File: src/rtl/risc_controller_pkg.sv
// Shared constants and types for the accumulator RISC sequencing controller.
// Holds bus widths, the opcode set and the controller state encoding.
package risc_controller_pkg;

    localparam int ADDR_WIDTH = 5;
    localparam int DATA_WIDTH = 8;

    typedef enum logic [2:0] {
        HLT = 3'd0,
        SKZ = 3'd1,
        ADD = 3'd2,
        AND = 3'd3,
        XOR = 3'd4,
        LDA = 3'd5,
        STO = 3'd6,
        JMP = 3'd7
    } opcode_t;

    typedef enum logic [3:0] {
        INST_ADDR  = 4'd0,
        INST_FETCH = 4'd1,
        INST_LOAD  = 4'd2,
        IDLE       = 4'd3,
        OP_ADDR    = 4'd4,
        OP_FETCH   = 4'd5,
        ALU_OP     = 4'd6,
        STORE      = 4'd7,
        HALTED     = 4'd8
    } state_t;

    // Instructions that read a memory operand and write the accumulator.
    function automatic logic is_aluop(opcode_t op);
        return (op == ADD) || (op == AND) || (op == XOR) || (op == LDA);
    endfunction

endpackage

File: src/rtl/risc_ctrl_decode.sv
// Combinational strobe decode: maps controller state, opcode and zero flag
// to the address-mux select and the load/read/write strobes.
module risc_ctrl_decode
    import risc_controller_pkg::*;
(
    input  state_t  state,
    input  opcode_t opcode,
    input  logic    zero,
    output logic    sel,
    output logic    rd,
    output logic    wr,
    output logic    ld_ir,
    output logic    inc_pc,
    output logic    ld_pc,
    output logic    ld_ac,
    output logic    data_e,
    output logic    halt
);

    logic alu;
    logic sto;
    logic jmp;

    assign alu = is_aluop(opcode);
    assign sto = (opcode == STO);
    assign jmp = (opcode == JMP);

    always_comb begin
        sel    = 1'b0;
        rd     = 1'b0;
        wr     = 1'b0;
        ld_ir  = 1'b0;
        inc_pc = 1'b0;
        ld_pc  = 1'b0;
        ld_ac  = 1'b0;
        data_e = 1'b0;
        halt   = 1'b0;
        case (state)
            INST_ADDR: begin
                sel = 1'b1;
            end
            INST_FETCH: begin
                sel = 1'b1;
                rd  = 1'b1;
            end
            INST_LOAD, IDLE: begin
                sel   = 1'b1;
                rd    = 1'b1;
                ld_ir = 1'b1;
            end
            OP_ADDR: begin
                inc_pc = (opcode != HLT);
            end
            OP_FETCH: begin
                rd = alu;
            end
            // zero only matters here: SKZ skips the next word by a second increment.
            ALU_OP: begin
                rd     = alu;
                inc_pc = (opcode == SKZ) && zero;
                ld_pc  = jmp;
                data_e = sto;
            end
            STORE: begin
                rd     = alu;
                ld_ac  = alu;
                ld_pc  = jmp;
                inc_pc = jmp;
                wr     = sto;
                data_e = sto;
            end
            HALTED: begin
                halt = 1'b1;
            end
            default: begin
            end
        endcase
    end

endmodule

File: src/rtl/risc_controller.sv
// Sequencing controller for the 8-opcode accumulator CPU: 8-phase Moore FSM
// plus a sticky HALTED state. Optional memory wait states: RISC_CTRL_MEM_WAIT_EN.
module risc_controller
    import risc_controller_pkg::*;
#(
    parameter int OPCODE_WIDTH = 3,
    parameter int STATE_WIDTH  = 4
) (
    input  logic                    clk,
    input  logic                    rst,
    input  logic [OPCODE_WIDTH-1:0] opcode,
    input  logic                    zero,
`ifdef RISC_CTRL_MEM_WAIT_EN
    input  logic                    mem_ready,
`endif
    output logic                    sel,
    output logic                    rd,
    output logic                    wr,
    output logic                    ld_ir,
    output logic                    inc_pc,
    output logic                    ld_pc,
    output logic                    ld_ac,
    output logic                    data_e,
    output logic                    halt,
    output logic [STATE_WIDTH-1:0]  phase
);

    state_t  state_q;
    state_t  state_d;
    opcode_t op;

    assign op    = opcode_t'(opcode[2:0]);
    assign phase = STATE_WIDTH'(state_q);

    always_ff @(posedge clk or posedge rst) begin
        if (rst) begin
            state_q <= INST_ADDR;
        end else begin
            state_q <= state_d;
        end
    end

    always_comb begin
        state_d = state_q;
        case (state_q)
            INST_ADDR:  state_d = INST_FETCH;
            INST_FETCH: state_d = INST_LOAD;
            INST_LOAD:  state_d = IDLE;
            IDLE:       state_d = OP_ADDR;
            OP_ADDR:    state_d = (op == HLT) ? HALTED : OP_FETCH;
            OP_FETCH:   state_d = ALU_OP;
            ALU_OP:     state_d = STORE;
            STORE:      state_d = INST_ADDR;
            HALTED:     state_d = HALTED;
            default:    state_d = INST_ADDR;
        endcase
`ifdef RISC_CTRL_MEM_WAIT_EN
        // Hold only in states that actually have a memory access in flight.
        if (!mem_ready &&
            ((state_q == INST_FETCH) ||
             ((state_q == OP_FETCH) && is_aluop(op)) ||
             ((state_q == STORE) && (op == STO)))) begin
            state_d = state_q;
        end
`endif
    end

    risc_ctrl_decode u_decode (
        .state  (state_q),
        .opcode (op),
        .zero   (zero),
        .sel    (sel),
        .rd     (rd),
        .wr     (wr),
        .ld_ir  (ld_ir),
        .inc_pc (inc_pc),
        .ld_pc  (ld_pc),
        .ld_ac  (ld_ac),
        .data_e (data_e),
        .halt   (halt)
    );

endmodule

File: config.mk
export PLATFORM = sky130hd
export DESIGN_NAME = risc_controller
export DESIGN_NICKNAME = d
export VERILOG_FILES = /design/src/rtl/risc_controller_pkg.sv /design/src/rtl/risc_ctrl_decode.sv /design/src/rtl/risc_controller.sv
export SDC_FILE = /design/constraint.sdc
export NUM_CORES = 1
export LEC_CHECK = 0
export CORE_AREA = 2 2 39 41
export CTS_CLUSTER_DIAMETER = 30
export DETAILED_ROUTE_END_ITERATION = 10
export DIE_AREA = 0 0 41 43
export HOLD_SLACK_MARGIN = 0.08
export PLACE_DENSITY_LB_ADDON = 0.1
export SYNTH_ARGS = -nofsm -noshare
export SYNTH_HDL_FRONTEND = slang
export SYNTH_SLANG_ARGS = --single-unit
File: constraint.sdc
create_clock -name clk -period 1.96 [get_ports clk]
set_input_delay 0.392 -clock clk [delete_from_list [all_inputs] [get_ports clk]]
set_output_delay 0.392 -clock clk [all_outputs]
set_load 0.1 [all_outputs]
; Word-level counts from Yosys, hierarchy flattened
; Index checks and enable logic that the tools add are counted.
[word_totals]
regBits = 4
in_bits = 6
output_inout_bits = 13
[op_classes]
muxes = 11
eq_ne = 15
n_reduce_logical = 12
[op_table]
columns = op, n
row1 = 4-bit case mux with 8 select lines, 1
row2 = 4-bit by 3-bit equality test with 1-bit output (second input constant), 4
row3 = 3-bit equality test (second input constant), 4
row4 = 4-bit by 2-bit equality test with 1-bit output (second input constant), 2
row5 = 1-bit two-way mux, 7
row6 = 3-bit by 2-bit equality test with 1-bit output (second input constant), 2
row7 = 3-bit OR reduction, 2
row8 = 4-bit by 1-bit equality test with 1-bit output (second input constant), 1
row9 = 4-bit equality test (second input constant), 1
row10 = 4-bit logical NOT, 1
row11 = 4-bit two-way mux, 1
row12 = 2-bit OR reduction, 2
row13 = 4-bit OR reduction, 1
row14 = 3-bit by 1-bit equality test with 1-bit output (second input constant), 1
row15 = 3-bit logical NOT, 1
row16 = 1-bit logical OR, 3
row17 = 1-bit case mux with 3 select lines, 1
row18 = 3-bit nonzero test, 1
row19 = 1-bit case mux with 2 select lines, 1
row20 = 1-bit logical AND, 1

; Logic depth before layout (Yosys ltp)
; Gate-level depths: netlist of run 1.
[logic_depth]
word_depth = 5
mapped_depth = 4

; By module
; Synthesis of run 1 repeated with hierarchy kept, for this count alone.
[unflattened]
cells_unflattened = 36
hier_area_um2 = 330.3
[by_module_without_submodules]
columns = mod, n_inst, cells_per_inst, seq_area_each_um2, area_each_um2
row1 = risc_controller, 1, 18, 100.1, 210.2
row2 = risc_ctrl_decode, 1, 18, 0.0, 120.1

; Worst setup path after synthesis of run 1
; Ideal clock, no wire load.
[synth_timing]
kind = reg2out
start = reg state_q[0] (netlist: phase[0])
end = out rd
path_stages_with_launch = 4
arrival_ps = 3602
slack_ps = -2034
path_buffers = 1
path_cell_list = dfrtp_1 -> clkbuf_1 -> nor2_1 -> a211oi_1
[synth_via]
elab_chain_len = 3
[synth_lines]
columns = item, line
row1 = "start, declared", risc_controller.sv:28  ; state_t state_q;
row2 = "start signal, assigned", risc_controller.sv:39  ; state_q <= state_d;
row3 = "4-bit by 3-bit equality test with 1-bit output, or another cell as far along", risc_ctrl_decode.sv:38  ; case (state)
row4 = 3-bit OR reduction (no line), --
row5 = 1-bit case mux with 2 select lines *, risc_ctrl_decode.sv:38
row6 = "end, declared", risc_controller.sv:17  ; output logic rd,
; Mark *: on every way between the ends. The rest lies on a longest branch, timed or not.

; Final worst setup path of run 1
[layout_timing]
start = reg state_q[3] (netlist: phase[3])
end = out wr
[layout_via]
elab_chain_len = 2
[layout_lines]
columns = item, line
row1 = 4-bit by 3-bit equality test with 1-bit output, risc_ctrl_decode.sv:38
row2 = 1-bit two-way mux, risc_ctrl_decode.sv:38
row3 = "end, declared", risc_controller.sv:18  ; output logic wr,
; Every way passes these cells.

==> run metrics, run 1 <==
Worst Hold Class input port to asynchronous set/reset pin; die area about 1800 sq um; Tightest Pin Transition 0.283 ns; initial antenna violation count 0; setup TNS 0 ns; Total Wirelength 969 um; r2r startpoint phase[1]$_DFF_PP0_; FMAX 523 MHz; post-route minimum period 1.91 ns; Yosys top cell by area dfrtp_1; status finished, final reports clean; metal2 WL 525 um; share of the synthesized area in the top cell type roughly 30%; Fill cells 120; ys flop type dfrtp_1; FF+latch count, synth 4; # DRC 0; Reg2Reg Depth 3; R2R Setup Slk 0.41 ns; largest net degree at the start of global routing 12; # nets final between 80 and 90; Synth Instances between 40 and 50; RSZ-0062 raised after global routing true; post-synth cell types 23; Post-synth EDFFs 0; critical path fanouts, max 3; Core ar. 1380 sq um; total global-route track usage 13.3%; clk slew on worst S/H paths around 0.040 ns; floorplan row count 14; relative slew slack between 80% and 90%; share of post-route cells with drive strength above 1 between 60% and 70%; IO Pins 19; Top Metal Used met3; top-count cell post-synth nor2_1; Worst Path Arrival between 1.5 and 2 ns; max reg flops 4; footprint of the multi-input gates between 200 and 300 sq um; Die X-Extent between 40 and 50 um; H-Tree Depth 1; clk_lat worst skew 0.23 ns; Final Max Tran Viols 0; Initial Utilization between 20% and 30%; Post-synth top cells nor2_1 (6), dfrtp_1 (4), nor3_1 (4), inv_1 (3); via count around 410; Final Cycle Share between 90 and 100%; TritonCTS clock tree done; M1 wire length about 400 um; Syn-to-layout area delta 153%; Worst setup SP type register; Place WS -0.134 ns; port bufs 18; syn_area_per_cell 8.01 sq um; drt first pass iters 2; final setup margin 0.0470 ns; mapped cell area about 340 sq um; Overflow after GRT 0; Worst setup startpoint phase[3]$_DFF_PP0_; final std cells w/o fill between 80 and 90; Setup CP Type register to primary output; Async S/R FF share, synth 100%; gp weighted congestion 0.735; CP Capture Type primary output; vias in the first global route about 400; Setup Skew approximately 0.0027 ns; Syn. warnings 0; Final Hold Vio Count 0; CTS Hold Bufs 0; clock buffer depth 2; first-pass GRT wire length ~1.6 mm; Clock Sinks 4; register area share after synthesis just under 30%; via density per instance approximately 4.6; Setup Viol. Count Final 0; Die H between 40 and 50 um; placed cell count slightly below 80; WP data required 1.57 ns; # diodes 0; Reg2Reg Capture Point phase[2]$_DFF_PP0_; CTS buffer count 3; clk root buf clkbuf_4; wire per inst approximately 11 um; syn nets 48; Storage cell area 115 sq um; DPL Wire Length around 680 um; Max Cap Viol 0; critical path capture point wr; post-route ant nets 0; initial detailed-routing violation count 1; leading cell types by total area after synthesis dfrtp_1 (30%), nor2_1 (6.7%), a32o_1 (5.9%); met3 wire len ~40 um
==> repair_timing <==
item	CTS	global route
buffers inserted	4	4
gates cloned	0	0
pin swaps	0	1
endpoints found under the setup margin	4	2
resized for setup	5	1
==> critical path, cell delays in order, from the launching register on <==
cell	delay [ns]
dfrtp_4	0.48
and3b_2	0.26
and4b_4	0.24
and2_4	0.15
buf_12	0.16
==> stage by stage <==
| step | util, % | cell area, sq um | hold WS (ns) |
|---|---|---|---|
| after floorplan | - | 408 | 0.158 |
| after global placement | 54.4 | 753 | 0.590 |
| after CTS | 59.0 | 817 | 0.358 |
| after global routing | 61.6 | 852 | 0.376 |
| after detailed placement | 54.4 | 753 | 0.597 |
| final | 61.6 | 852 | 0.358 |
==> layer usage <==
layer  track usage [%]  up-vias
li1                  -      207
met1              16.6      191
met2              20.3       13
met3             0.524        0
met4              10.0        0
met5                 0        -
==> cell usage in the layout, fill, tap and decap left out, drive strengths merged <==
master | synthesis | final
nand2 | 2 | 2
dfrtp | 4 | 4
xnor2 | 2 | 2
or4 | 1 | 1
and4 | 1 | 1
and3b | 1 | 1
a211oi | 1 | 1
nand4 | 1 | 1
nor2 | 6 | 6
nor2b | 2 | 2
o32ai | 1 | 1
inv | 3 | 3
and2 | 3 | 3
buf | 2 | 27
nor3 | 4 | 4
dlygate4sd2 | 0 | 3
a21oi | 1 | 1
o21ai | 1 | 1
clkbuf | 2 | 3
a32o | 2 | 2
xor2 | 1 | 1
clkdlybuf4s50 | 0 | 2
and4b | 1 | 1
==> how the worst min path moves through the flow <==
| stage | from | end | slack (ns) |
|---|---|---|---|
| 3_5_place_dp | rst | phase[2]$_DFF_PP0_ | 0.60 |
| 2_1_floorplan | rst | phase[0]$_DFF_PP0_ | 0.16 |
| 5_1_grt | rst | phase[2]$_DFF_PP0_ | 0.38 |
| 6_report | rst | phase[2]$_DFF_PP0_ | 0.36 |
| 4_1_cts | rst | phase[2]$_DFF_PP0_ | 0.36 |
| 3_3_place_gp | rst | phase[0]$_DFF_PP0_ | 0.59 |
==> logic make-up (layout without fill, tap and decap cells) <==
| group | count (synthesis) | after routing | synth area share [%] |
|---|---|---|---|
| simple gates | 22 | 22 | 38.3 |
| buf+inv | 7 | 38 | 10.4 |
| compound gates | 6 | 6 | 13.8 |
| flops | 4 | 4 | 29.7 |
| xor+xnor | 3 | 3 | 7.81 |
==> final cells by class <==
cell class,count,area share (%)
repair buffers,32,48.3
inverters,3,1.32
multi-input cells,31,31.9
flip-flops and latches,4,13.5
well taps,16,2.35
clock buffers,3,2.64
Power of run 1 is not shown: default switching activity piles up to over one toggle a cycle in this logic, so the estimate is an artifact.
==> inputs of run 2 (changes only) <==
--- a/config.mk
+++ b/config.mk
@@ -7,6 +7,7 @@
 export LEC_CHECK = 0
 export CORE_AREA = 2 2 39 41
 export CTS_CLUSTER_DIAMETER = 30
+export CTS_CLUSTER_SIZE = 10
 export DETAILED_ROUTE_END_ITERATION = 10
 export DIE_AREA = 0 0 41 43
 export HOLD_SLACK_MARGIN = 0.08
==> results of run 2 <==
Final layout, timing and power as in run 1 (identical DEF).
Power of run 2 is left out for the same reason.
